`src/rtl/mips_pkg.sv`:
```
// Shared encodings for the multicycle MIPS controller: ALU codes, opcodes, functs, states, mux selects.
// The EXCEPT state only exists when OVFL_TRAP_EN is defined.
package mips_pkg;

    localparam logic [3:0] ALU_AND = 4'b0000;
    localparam logic [3:0] ALU_OR  = 4'b0001;
    localparam logic [3:0] ALU_ADD = 4'b0010;
    localparam logic [3:0] ALU_SUB = 4'b0110;
    localparam logic [3:0] ALU_SLT = 4'b0111;
    localparam logic [3:0] ALU_NOR = 4'b1100;

    localparam logic [5:0] OP_RTYPE = 6'h00;
    localparam logic [5:0] OP_J     = 6'h02;
    localparam logic [5:0] OP_BEQ   = 6'h04;
    localparam logic [5:0] OP_ADDI  = 6'h08;
    localparam logic [5:0] OP_LW    = 6'h23;
    localparam logic [5:0] OP_SW    = 6'h2B;

    localparam logic [5:0] FN_ADD  = 6'h20;
    localparam logic [5:0] FN_ADDU = 6'h21;
    localparam logic [5:0] FN_SUB  = 6'h22;
    localparam logic [5:0] FN_SUBU = 6'h23;
    localparam logic [5:0] FN_AND  = 6'h24;
    localparam logic [5:0] FN_OR   = 6'h25;
    localparam logic [5:0] FN_NOR  = 6'h27;
    localparam logic [5:0] FN_SLT  = 6'h2A;

    localparam logic       SRC_A_PC     = 1'b0;
    localparam logic       SRC_A_REG    = 1'b1;
    localparam logic [1:0] SRC_B_REG    = 2'd0;
    localparam logic [1:0] SRC_B_FOUR   = 2'd1;
    localparam logic [1:0] SRC_B_IMM    = 2'd2;
    localparam logic [1:0] SRC_B_IMM_SH = 2'd3;

    localparam logic [1:0] PC_SRC_ALU    = 2'd0;
    localparam logic [1:0] PC_SRC_ALUOUT = 2'd1;
    localparam logic [1:0] PC_SRC_JUMP   = 2'd2;
    localparam logic [1:0] PC_SRC_EXC    = 2'd3;

    typedef enum logic [1:0] {
        ALUOP_ADD   = 2'd0,
        ALUOP_SUB   = 2'd1,
        ALUOP_FUNCT = 2'd2
    } alu_op_e;

    typedef enum logic [3:0] {
        S_RESET,
        S_FETCH,
        S_DECODE,
        S_MEMADR,
        S_MEMRD,
        S_MEMWB,
        S_MEMWR,
        S_EXEC,
        S_ALUWB,
        S_BRANCH,
        S_ADDIEX,
        S_ADDIWB,
        S_JUMP
`ifdef OVFL_TRAP_EN
        , S_EXCEPT
`endif
    } state_e;

    // Only signed add/sub can trap; addu/subu wrap silently.
    function automatic logic is_trap_funct(input logic [5:0] funct);
        return (funct == FN_ADD) || (funct == FN_SUB);
    endfunction

endpackage

```
`src/rtl/alu_decoder.sv`:
```
// Combinational ALU control decode from {alu_op, funct}; valid drops on an unknown R-type funct.
module alu_decoder
    import mips_pkg::*;
(
    input  alu_op_e     alu_op,
    input  logic [5:0]  funct,
    output logic [3:0]  alu_control,
    output logic        valid
);

    always_comb begin
        alu_control = ALU_ADD;
        valid       = 1'b1;
        case (alu_op)
            ALUOP_ADD: alu_control = ALU_ADD;
            ALUOP_SUB: alu_control = ALU_SUB;
            ALUOP_FUNCT: begin
                case (funct)
                    FN_ADD, FN_ADDU: alu_control = ALU_ADD;
                    FN_SUB, FN_SUBU: alu_control = ALU_SUB;
                    FN_AND:          alu_control = ALU_AND;
                    FN_OR:           alu_control = ALU_OR;
                    FN_NOR:          alu_control = ALU_NOR;
                    FN_SLT:          alu_control = ALU_SLT;
                    default:         valid       = 1'b0;
                endcase
            end
            default: valid = 1'b0;
        endcase
    end

endmodule

```
`src/rtl/mips_mc_control.sv`:
```
// Multicycle MIPS control FSM driving datapath selects/enables and the ALU control code.
// Define OVFL_TRAP_EN to trap signed add/sub/addi overflow through the EXCEPT state.
module mips_mc_control
    import mips_pkg::*;
(
    input  logic        i_clk,
    input  logic        i_rst_n,
    input  logic [5:0]  i_opcode,
    input  logic [5:0]  i_funct,
    input  logic        i_zf,
    input  logic        i_ovfl,
    input  logic        i_mem_ready,
    output logic [3:0]  o_alu_control,
    output logic        o_alu_src_a,
    output logic [1:0]  o_alu_src_b,
    output logic [1:0]  o_pc_src,
    output logic        o_pc_en,
    output logic        o_iord,
    output logic        o_mem_read,
    output logic        o_mem_write,
    output logic        o_ir_write,
    output logic        o_reg_dst,
    output logic        o_mem_to_reg,
    output logic        o_reg_write,
    output logic        o_illegal,
    output logic        o_exception
);

    state_e     state, state_nxt;
    alu_op_e    alu_op;
    logic [3:0] dec_alu_control;
    logic       dec_valid;
    logic       alu_zero, pc_write, branch, exception;

    alu_decoder u_alu_decoder (
        .alu_op      (alu_op),
        .funct       (i_funct),
        .alu_control (dec_alu_control),
        .valid       (dec_valid)
    );

    always_ff @(posedge i_clk or negedge i_rst_n) begin
        if (!i_rst_n) state <= S_RESET;
        else          state <= state_nxt;
    end

`ifdef OVFL_TRAP_EN
    // Overflow is judged on the execute cycle; the write-back cycle acts on the registered copy.
    logic ovfl_q, trap;

    always_ff @(posedge i_clk or negedge i_rst_n) begin
        if (!i_rst_n)                                  ovfl_q <= 1'b0;
        else if (state == S_EXEC || state == S_ADDIEX) ovfl_q <= i_ovfl;
    end

    assign trap = ovfl_q && ((state == S_ALUWB && is_trap_funct(i_funct)) || state == S_ADDIWB);
`else
    logic unused_ovfl;
    assign unused_ovfl = i_ovfl;
`endif

    always_comb begin
        state_nxt    = state;
        alu_op       = ALUOP_ADD;
        alu_zero     = 1'b0;
        o_alu_src_a  = SRC_A_PC;
        o_alu_src_b  = SRC_B_REG;
        o_pc_src     = PC_SRC_ALU;
        pc_write     = 1'b0;
        branch       = 1'b0;
        o_iord       = 1'b0;
        o_mem_read   = 1'b0;
        o_mem_write  = 1'b0;
        o_ir_write   = 1'b0;
        o_reg_dst    = 1'b0;
        o_mem_to_reg = 1'b0;
        o_reg_write  = 1'b0;
        o_illegal    = 1'b0;
        exception    = 1'b0;
        case (state)
            S_RESET: begin
                alu_zero  = 1'b1;
                state_nxt = S_FETCH;
            end
            S_FETCH: begin
                o_mem_read  = 1'b1;
                o_alu_src_b = SRC_B_FOUR;
                if (i_mem_ready) begin
                    o_ir_write = 1'b1;
                    pc_write   = 1'b1;
                    state_nxt  = S_DECODE;
                end
            end
            S_DECODE: begin
                o_alu_src_b = SRC_B_IMM_SH;
                case (i_opcode)
                    OP_LW, OP_SW: state_nxt = S_MEMADR;
                    OP_RTYPE:     state_nxt = S_EXEC;
                    OP_BEQ:       state_nxt = S_BRANCH;
                    OP_ADDI:      state_nxt = S_ADDIEX;
                    OP_J:         state_nxt = S_JUMP;
                    default: begin
                        o_illegal = 1'b1;
                        state_nxt = S_FETCH;
                    end
                endcase
            end
            S_MEMADR: begin
                o_alu_src_a = SRC_A_REG;
                o_alu_src_b = SRC_B_IMM;
                state_nxt   = (i_opcode == OP_LW) ? S_MEMRD : S_MEMWR;
            end
            S_MEMRD: begin
                o_iord     = 1'b1;
                o_mem_read = 1'b1;
                if (i_mem_ready) state_nxt = S_MEMWB;
            end
            S_MEMWB: begin
                o_reg_write  = 1'b1;
                o_mem_to_reg = 1'b1;
                state_nxt    = S_FETCH;
            end
            S_MEMWR: begin
                o_iord      = 1'b1;
                o_mem_write = 1'b1;
                if (i_mem_ready) state_nxt = S_FETCH;
            end
            S_EXEC: begin
                o_alu_src_a = SRC_A_REG;
                alu_op      = ALUOP_FUNCT;
                if (!dec_valid) begin
                    o_illegal = 1'b1;
                    state_nxt = S_FETCH;
                end else begin
                    state_nxt = S_ALUWB;
                end
            end
            S_ALUWB: begin
                o_alu_src_a = SRC_A_REG;
                alu_op      = ALUOP_FUNCT;
                o_reg_dst   = 1'b1;
                o_reg_write = 1'b1;
                state_nxt   = S_FETCH;
`ifdef OVFL_TRAP_EN
                if (trap) begin
                    o_reg_write = 1'b0;
                    state_nxt   = S_EXCEPT;
                end
`endif
            end
            S_BRANCH: begin
                o_alu_src_a = SRC_A_REG;
                alu_op      = ALUOP_SUB;
                o_pc_src    = PC_SRC_ALUOUT;
                branch      = 1'b1;
                state_nxt   = S_FETCH;
            end
            S_ADDIEX: begin
                o_alu_src_a = SRC_A_REG;
                o_alu_src_b = SRC_B_IMM;
                state_nxt   = S_ADDIWB;
            end
            S_ADDIWB: begin
                o_alu_src_a = SRC_A_REG;
                o_alu_src_b = SRC_B_IMM;
                o_reg_write = 1'b1;
                state_nxt   = S_FETCH;
`ifdef OVFL_TRAP_EN
                if (trap) begin
                    o_reg_write = 1'b0;
                    state_nxt   = S_EXCEPT;
                end
`endif
            end
            S_JUMP: begin
                o_pc_src  = PC_SRC_JUMP;
                pc_write  = 1'b1;
                state_nxt = S_FETCH;
            end
`ifdef OVFL_TRAP_EN
            S_EXCEPT: begin
                o_pc_src  = PC_SRC_EXC;
                pc_write  = 1'b1;
                exception = 1'b1;
                state_nxt = S_FETCH;
            end
`endif
            default: state_nxt = S_FETCH;
        endcase
    end

    // The reset state drives an all-zero ALU code rather than the ADD default.
    assign o_alu_control = alu_zero ? 4'b0000 : dec_alu_control;
    assign o_pc_en       = pc_write | (branch & i_zf);
    assign o_exception   = exception;

endmodule

```
`config.mk`:
```
export PLATFORM = sky130hd
export DESIGN_NAME = mips_mc_control
export DESIGN_NICKNAME = d
export VERILOG_FILES = /design/src/rtl/mips_pkg.sv /design/src/rtl/alu_decoder.sv /design/src/rtl/mips_mc_control.sv
export SDC_FILE = /design/constraint.sdc
export NUM_CORES = 1
export LEC_CHECK = 0
export BUFFER_PORTS_ARGS = -buffer_cell sky130_fd_sc_hd__buf_2
export CELL_PAD_IN_SITES_DETAIL_PLACEMENT = 0
export CELL_PAD_IN_SITES_GLOBAL_PLACEMENT = 1
export CORE_MARGIN = 2
export CORE_UTILIZATION = 28
export CTS_CLUSTER_SIZE = 14
export DETAILED_ROUTE_END_ITERATION = 10
export HOLD_SLACK_MARGIN = 0.06
export PLACE_DENSITY_LB_ADDON = 0.12
export REMOVE_ABC_BUFFERS = 1
export SLEW_MARGIN = 15
export SYNTH_ARGS = -nofsm -noshare
export SYNTH_HDL_FRONTEND = slang
export SYNTH_SLANG_ARGS = --single-unit
```
`constraint.sdc`:
```
create_clock -name i_clk -period 2.07 [get_ports i_clk]
set_clock_uncertainty 0.15 [all_clocks]
set_input_delay 0.1035 -clock i_clk [delete_from_list [all_inputs] [get_ports i_clk]]
set_output_delay 0.1035 -clock i_clk [all_outputs]
set_load 0.01 [all_outputs]
```
==> summary.txt, run 1 <==
Logic synthesis
  • Synthesized area: 759 µm²
  • Largest cells by area after synthesis: dfrtp_1, nor2_1, ha_1
  • Netlist cell types: 40
  • EDFF count, synth: 0
  • Register area share after synthesis: 13.2%
  • Syn Inst Count: ~110
  • Yosys reg bits: 4
  • Warnings, synthesis: 0
  • Cell with the most instances after synthesis: nor2_1
  • Synth area leader: dfrtp_1
  • Syn Area/Cell: between 7 and 8 µm²
  • Post-synth ARST share: 100%
  • Commonest cells in the netlist: nor2_1, nand2_1, a21oi_1
  • Most common flop cell mapped by yosys: dfrtp_1
  • Post-synth top area share: a little over an eighth

Route
  • Detailed Route WL: 2.55 mm
  • DR pass1 iterations: 4
  • DRC violations left: 0
  • DRT iter0 DRCs: 20
  • Vias: approximately 1000
  • WL/cell: 12.8 µm
  • Antenna Nets Post-Route: 0
  • Via density: 5.02

Timing
  • Final period util: 106%
  • Max Clock Freq: ~460 MHz
  • Final worst slack: -0.114 ns
  • Setup Viol. Count Final: 4
  • RSZ-0062 raised after global routing: true
  • Fin crit period: between 2 and 2.5 ns
  • Slew Viols, Final: 0
  • Final hold vios: 0

Pwr
  • Sequential power share: around an eighth
  • P_sw: 623 µW
  • Int Pwr: slightly below 700 µW
  • Leakage power: about 0.62 nW
  • Clock power frac: about 7.3%
  • Max VDD drop: between 0.7 and 0.8 mV
  • Combinational power share: roughly 81%
  • PD cells: roughly 990 nW/µm²
  • Switching Fraction: 47.8%

Floorplanning
  • Die area: approximately 3100 µm²
  • Initial core utilization: 30.1%
  • IO Pins: 36
  • Core area: 2520 µm²
  • Die Width: between 50 and 60 µm
  • Rows: 18
  • Die H: between 50 and 60 µm

Job
  • Max-Cap Viols: 0

Place
  • Detail Placement HPWL: ~1.8 mm
  • Port Buffer Count: 33
  • Place WS: -0.131 ns
  • Gpl congestion: between 0.8 and 0.9
  • Placed Cells: 180

Layout
  • Area growth, synth to finish: 73.0%
  • Post-Layout Cell Count: about 200
  • Max reg flops: 4
  • Layout cell share with drive strength beyond 1: between 50% and 60%
  • Biggest register: state
  • ANT cells: 0
  • # fillers: 260
  • Largest regs: state (4)
  • NumNets Final: between 150 and 200

Global routing
  • Grt ovf: 0
  • First-pass GRT wire length: approximately 4.1 mm
  • Largest net degree at the start of global routing: 16
  • GRT Overall Usage: between 10% and 20%
  • Initial antenna violation count: 0
  • Vias in the first global route: between 900 and 1000

Clocking
  • H-tree Lvls: 1
  • Worst-skew pair later-pin latency: between 0.2 and 0.25 ns
  • Total CTS buffers: 3
  • Reg clk slew, reported paths: approximately 0.040 ns
  • Root Driver: clkbuf_4
  • Max clock buf depth: 2
  • CTS tree: done
  • Num Clock Sinks: 4

Critical path
  • Worst R2R Start: state[2]$_DFFE_PN0P_
  • Reg2reg end: state[0]$_DFFE_PN0P_
  • WP data arrival: approximately 1.9 ns
  • Reg2Reg Depth: 10
  • Crit Path Max Fanout: 3
  • Startpoint Class: flop
  • Critical setup path kind: reg2out
  • Crit. End Element: output port
  • R2r setup slk: approximately 0.05 ns
  • WP data required: between 1.5 and 2 ns

Run status
  • Status: finished, violations left
  • Failing checks: negative setup slack

Min path
  • Hold Crit Class: in2reg
  • Hold EP: state[1]$_DFFE_PN0P_
  • Hold Crit Depth: 3
  • HP Start: i_mem_ready
## what timing repair did
| item | CTS | global route |
|---|---|---|
| endpoints found under the setup margin | 7 | 8 |
| setup buffers | 12 | 2 |
| hold buffers | 2 | 0 |
| gates resized for setup | 15 | 21 |
| endpoints found under the hold margin | 4 | 0 |
| pin swaps | 10 | 8 |
## worst max path at each step
stage	endpoint	from	slack (ns)	cells past startpoint
5_1_grt	o_alu_control[2]	state[2]$_DFFE_PN0P_	-0.22	9
6_report	o_alu_control[2]	state[2]$_DFFE_PN0P_	-0.11	10
2_1_floorplan	o_alu_control[2]	state[0]$_DFFE_PN0P_	-0.36	8
3_5_place_dp	o_alu_control[2]	state[2]$_DFFE_PN0P_	-0.13	9
4_1_cts	o_illegal	state[2]$_DFFE_PN0P_	-0.14	9
3_3_place_gp	o_illegal	state[2]$_DFFE_PN0P_	-0.1	8
## power by group through the flow
stage | Combinational (mW) | Clock [mW] | Sequential (mW)
floorplan | 0.407 | 0 | 0.186
global placement | 0.823 | 0 | 0.133
detailed placement | 0.830 | 0 | 0.134
CTS | 0.970 | 0.101 | 0.144
global route | 1.16 | 0.106 | 0.158
finish | 1.06 | 0.0948 | 0.153
## critical path: stages (launching register included)
cell	delay, ns
dfrtp_1	0.37
nand2b_4	0.16
buf_6	0.12
nor2_4	0.11
inv_2	0.06
ha_4	0.24
a21oi_4	0.12
and3_4	0.21
nand2_4	0.05
o21ai_2	0.11
buf_2	0.13
## cell families (layout without fill, tap and decap cells)
| logic type | after synthesis | count (layout) | share of synthesized area, % |
|---|---|---|---|
| AND/OR/NAND/NOR | 54 | 54 | 35.4 |
| buffers and inverters | 12 | 73 | 11.2 |
| AO/OA/AOI/OAI | 31 | 31 | 30.8 |
| XOR/XNOR | 2 | 2 | 2.31 |
| other | 1 | 1 | 0.494 |
| flip-flops | 4 | 4 | 13.2 |
| adder cells (fa/ha/maj) | 4 | 4 | 6.59 |
## per-layer routing
layer  wire length [µm]  track usage (%)  vias to the layer above  share of wire [%]
met3                 83            0.930                        2                3.3
met1               1090             19.6                      465                 43
li1                   -                -                      511                  -
met4                 16             4.08                        0               0.63
met2               1360             29.6                       21                 53
met5                  0                0                        -                  0
## final cells by class
class / count / area (µm²) / area share [%]
inverters: 5 / 18.8 / 1.43
repair buffers: 65 / 418 / 31.8
clock buffers: 3 / 22.5 / 1.71
flip-flops and latches: 4 / 104 / 7.90
well taps: 30 / 37.5 / 2.86
multi-input cells: 92 / 713 / 54.3
## cells in the final DEF (no fill, tap or decap), types with 2 or more instances in the layout
| cell | synthesis | layout |
|---|---|---|
| inv_2 | 0 | 3 |
| nand3b_1 | 2 | 2 |
| nor2_2 | 1 | 2 |
| ha_4 | 0 | 2 |
| and3_1 | 3 | 2 |
| o21ai_0 | 6 | 6 |
| buf_6 | 3 | 2 |
| nand2_1 | 9 | 8 |
| nor4_1 | 2 | 2 |
| nand4_1 | 3 | 3 |
| inv_1 | 5 | 2 |
| nor3_1 | 4 | 3 |
| nor2_4 | 0 | 4 |
| dfrtp_2 | 0 | 3 |
| a21oi_1 | 7 | 5 |
| and2_1 | 2 | 2 |
| dlygate4sd3_1 | 0 | 2 |
| nand2b_1 | 4 | 2 |
| buf_2 | 0 | 33 |
| buf_4 | 2 | 28 |
| o21bai_1 | 3 | 2 |
| clkbuf_4 | 0 | 3 |
| nor2_1 | 17 | 12 |
| nor2b_1 | 5 | 5 |
| nand2b_4 | 0 | 2 |
## metrics by stage
| stage | area, µm² | setup TNS (ns) | hold slack [ns] | util [%] | total power [mW] |
|---|---|---|---|---|---|
| detailed placement | 1020 | -0.542 | -0.242 | 40.3 | 0.964 |
| global route | 1310 | -0.796 | 0.0933 | 52.1 | 1.42 |
| CTS | 1220 | -0.388 | 0.0863 | 48.3 | 1.22 |
| floorplan | 693 | -1.54 | -0.342 | - | 0.593 |
| global placement | 1020 | -0.403 | -0.243 | 40.3 | 0.955 |
| finish | 1310 | -0.326 | 0.0830 | 52.1 | 1.30 |
No activity file was read; power rests on OpenSTA's default activity.
==> inputs of run 2 (changes only) <==
Settings changed: PLACE_DENSITY_LB_ADDON 0.12 to 0.1, SETUP_SLACK_MARGIN set to 0.15.
==> run 2 against run 1 <==
Net effect:
- the flow still finishes with violations (negative setup slack)
- non-clock buffer count decreased by 8
- sequential power decreased by 9%
- critical path depth decreased by 2
- first-iteration DRC count decreased by 10%
- global-route usage decreased by 0.53 points
- combinational power decreased by 13%
- register-to-register slack got worse by 0.03 ns
- clock-buffer cell count unchanged
- flip-flop and latch count unchanged
- fmax decreased by 0.48%
- highest routed layer is now met3
==> summary.txt, run 2 (synthesis gave the netlist of run 1 again) <==
Run status
  • Status: finished, violations left
  • Failing checks: negative setup slack

Pwr
  • Max VDD drop: 0.714 mV (-3.0%)
  • Leakage power: 0.580 nW (-6.8%)
  • PD cells: 952 nW/µm² (-4.1%)

Floorplanning
  • Die area: 3140 µm² (unchanged)
  • Core area: 2520 µm² (unchanged)
  • IO Pins: 36 (unchanged)
  • Die Width: 56.1 µm (unchanged)
  • Die H: 56.1 µm (unchanged)
  • Initial core utilization: 30.1% (unchanged)
  • Rows: 18 (unchanged)

Layout
  • Largest regs: state (4)
  • Post-Layout Cell Count: 191 (-4.0%)
  • Most frequent cells in the layout: buf_2, buf_4, nor2_1
  • Layout cell share with drive strength beyond 1: 49.7% (-7.7 points)
  • Biggest register: state
  • Area growth, synth to finish: 60.8%
  • ANT cells: 0 (unchanged)
  • Commonest non-fill, non-tap cell in the layout: buf_2
  • # fillers: 268 (+3.1%)
  • Max reg flops: 4 (unchanged)
  • NumNets Final: 184 (-4.2%)

Critical path
  • WP data required: 1.82 ns (about the same)
  • WP data arrival: 1.94 ns (about the same)
  • Worst path max stage delay: 0.44 ns (+0.07 ns)
  • R2r setup slk: 0.02 ns (-0.03 ns)
  • Startpoint Class: flop
  • Crit. End Element: output port
  • Crit Path Max Fanout: 5 (+2)
  • Critical setup path kind: reg2out
  • CP max-delay cell: dfrtp_2
  • Cell Chain, Critical Path: nand2b_1, o21bai_4, ha_4, a21oi_2, and3_4, nand2_2, o21ai_2, buf_2

Timing
  • Final worst slack: -0.125 ns (-0.0105 ns)
  • Fin crit period: 2.19 ns (+0.0105 ns)
  • RSZ-0062 raised after global routing: true
  • Slew Viols, Final: 0 (unchanged)
  • Final period util: 106% (+0.51 points)
  • Final hold vios: 0 (unchanged)
  • TNS Setup: -0.395 ns (-0.0687 ns)
  • Max Clock Freq: 456 MHz (-0.48%)
  • Setup Viol. Count Final: 4 (unchanged)

Global routing
  • GRT Overall Usage: 15.4% (-0.53 points)
  • Grt ovf: 0 (unchanged)
  • Largest net degree at the start of global routing: 16 (unchanged)
  • First-pass GRT wire length: 4.03 mm (-2.8%)
  • Initial antenna violation count: 0 (unchanged)
  • Vias in the first global route: 913 (-1.8%)

Clocking
  • Root Driver: clkbuf_4
  • Worst-skew pair later-pin latency: 0.24 ns (about the same)
  • H-tree Lvls: 1 (unchanged)
  • Total CTS buffers: 3 (unchanged)
  • CTS tree: done
  • Max clock buf depth: 2 (unchanged)
  • Reg clk slew, reported paths: 0.03 ns (about the same)
  • Num Clock Sinks: 4 (unchanged)

Route
  • Vias: 961 (-3.8%)
  • DR pass1 iterations: 4 (unchanged)
  • DRT iter0 DRCs: 18 (-10%)
  • DRC violations left: 0 (unchanged)
  • Antenna Nets Post-Route: 0 (unchanged)
  • Via density: 5.03 (+0.23%)
  • WL/cell: 12.0 µm (-6.6%)
  • Detailed Route WL: 2.29 mm (-10%)

Place
  • Port Buffer Count: 33 (unchanged)
  • Detail Placement HPWL: 1.74 mm (-4.7%)
  • Placed Cells: 179 (-0.56%)
  • Gpl congestion: 0.771 (-6.8%)

Job
  • Max-Cap Viols: 0 (unchanged)

Min path
  • Hold Crit Class: in2reg
-- run 2: worst paths after layout --
kind / depth (start not counted) / startpoint / endpoint
setup / recovery: 8 / state[3]$_DFFE_PN0P_ / o_alu_control[2]
hold / removal: 4 / i_opcode[3] / state[2]$_DFFE_PN0P_
setup reg to reg: 9 / state[3]$_DFFE_PN0P_ / state[0]$_DFFE_PN0P_
hold reg to reg: 3 / state[1]$_DFFE_PN0P_ / state[3]$_DFFE_PN0P_
max in group asynchronous: 3 / i_rst_n / state[3]$_DFFE_PN0P_
min in group asynchronous: 3 / i_rst_n / state[0]$_DFFE_PN0P_
-- run 2: layer usage --
metal / part of all wire (%) / track usage (%) / vias up
met4: 0 / 3.06 / 0
li1: - / - / 490
met3: 4.0 / 2.56 / 0
met2: 51 / 27.1 / 23
met1: 45 / 19.6 / 448
met5: 0 / 0 / -
-- run 2: timing repair --
item / 4_1_cts / 5_1_grt
cloned: 0 / 0
setup buffers: 6 / 0
resized for setup: 18 / 7
hold endpoints to repair: 5 / 0
setup endpoints to repair: 7 / 8
pin swaps: 7 / 1
hold buffers: 3 / 0
-- run 2: worst max-delay path: cells and delay by family (launching register included) --
| family | cells | cell delay, ns |
|---|---|---|
| AO/OA/AOI/OAI | 3 | 0.43 |
| adder cells (fa/ha/maj) | 1 | 0.23 |
| buffers and inverters | 1 | 0.13 |
| flip-flops | 1 | 0.44 |
| AND/OR/NAND/NOR | 3 | 0.48 |
-- run 2: area by class of cell --
class,instances,area [µm²],share of cell area [%]
clock buffers,3,22.5,1.84
well taps,30,37.5,3.07
flip-flops and latches,4,101,8.30
multi-input cells,92,681,55.7
inverters,5,18.8,1.54
repair buffers,57,360,29.5
-- run 2: report_power, final --
group | switching (mW) | internal [mW] | total [mW]
Combinational | 0.492 | 0.435 | 0.927
Clock | 0.0319 | 0.0648 | 0.0967
Sequential | 0.0316 | 0.108 | 0.139
-- run 2: per-stage QoR --
stage / total power [mW] / setup slack (ns) / instance area (µm²) / utilization [%] / hold slack [ns]
finish: 1.16 / -0.125 / 1220 / 48.4 / 0.185
global route: 1.28 / -0.233 / 1220 / 48.4 / 0.247
CTS: 1.15 / -0.137 / 1200 / 47.5 / 0.197
detailed placement: 0.944 / -0.148 / 1010 / 40.0 / -0.238
global placement: 0.945 / -0.131 / 1010 / 40.0 / -0.240
floorplan: 0.593 / -0.357 / 693 / - / -0.342
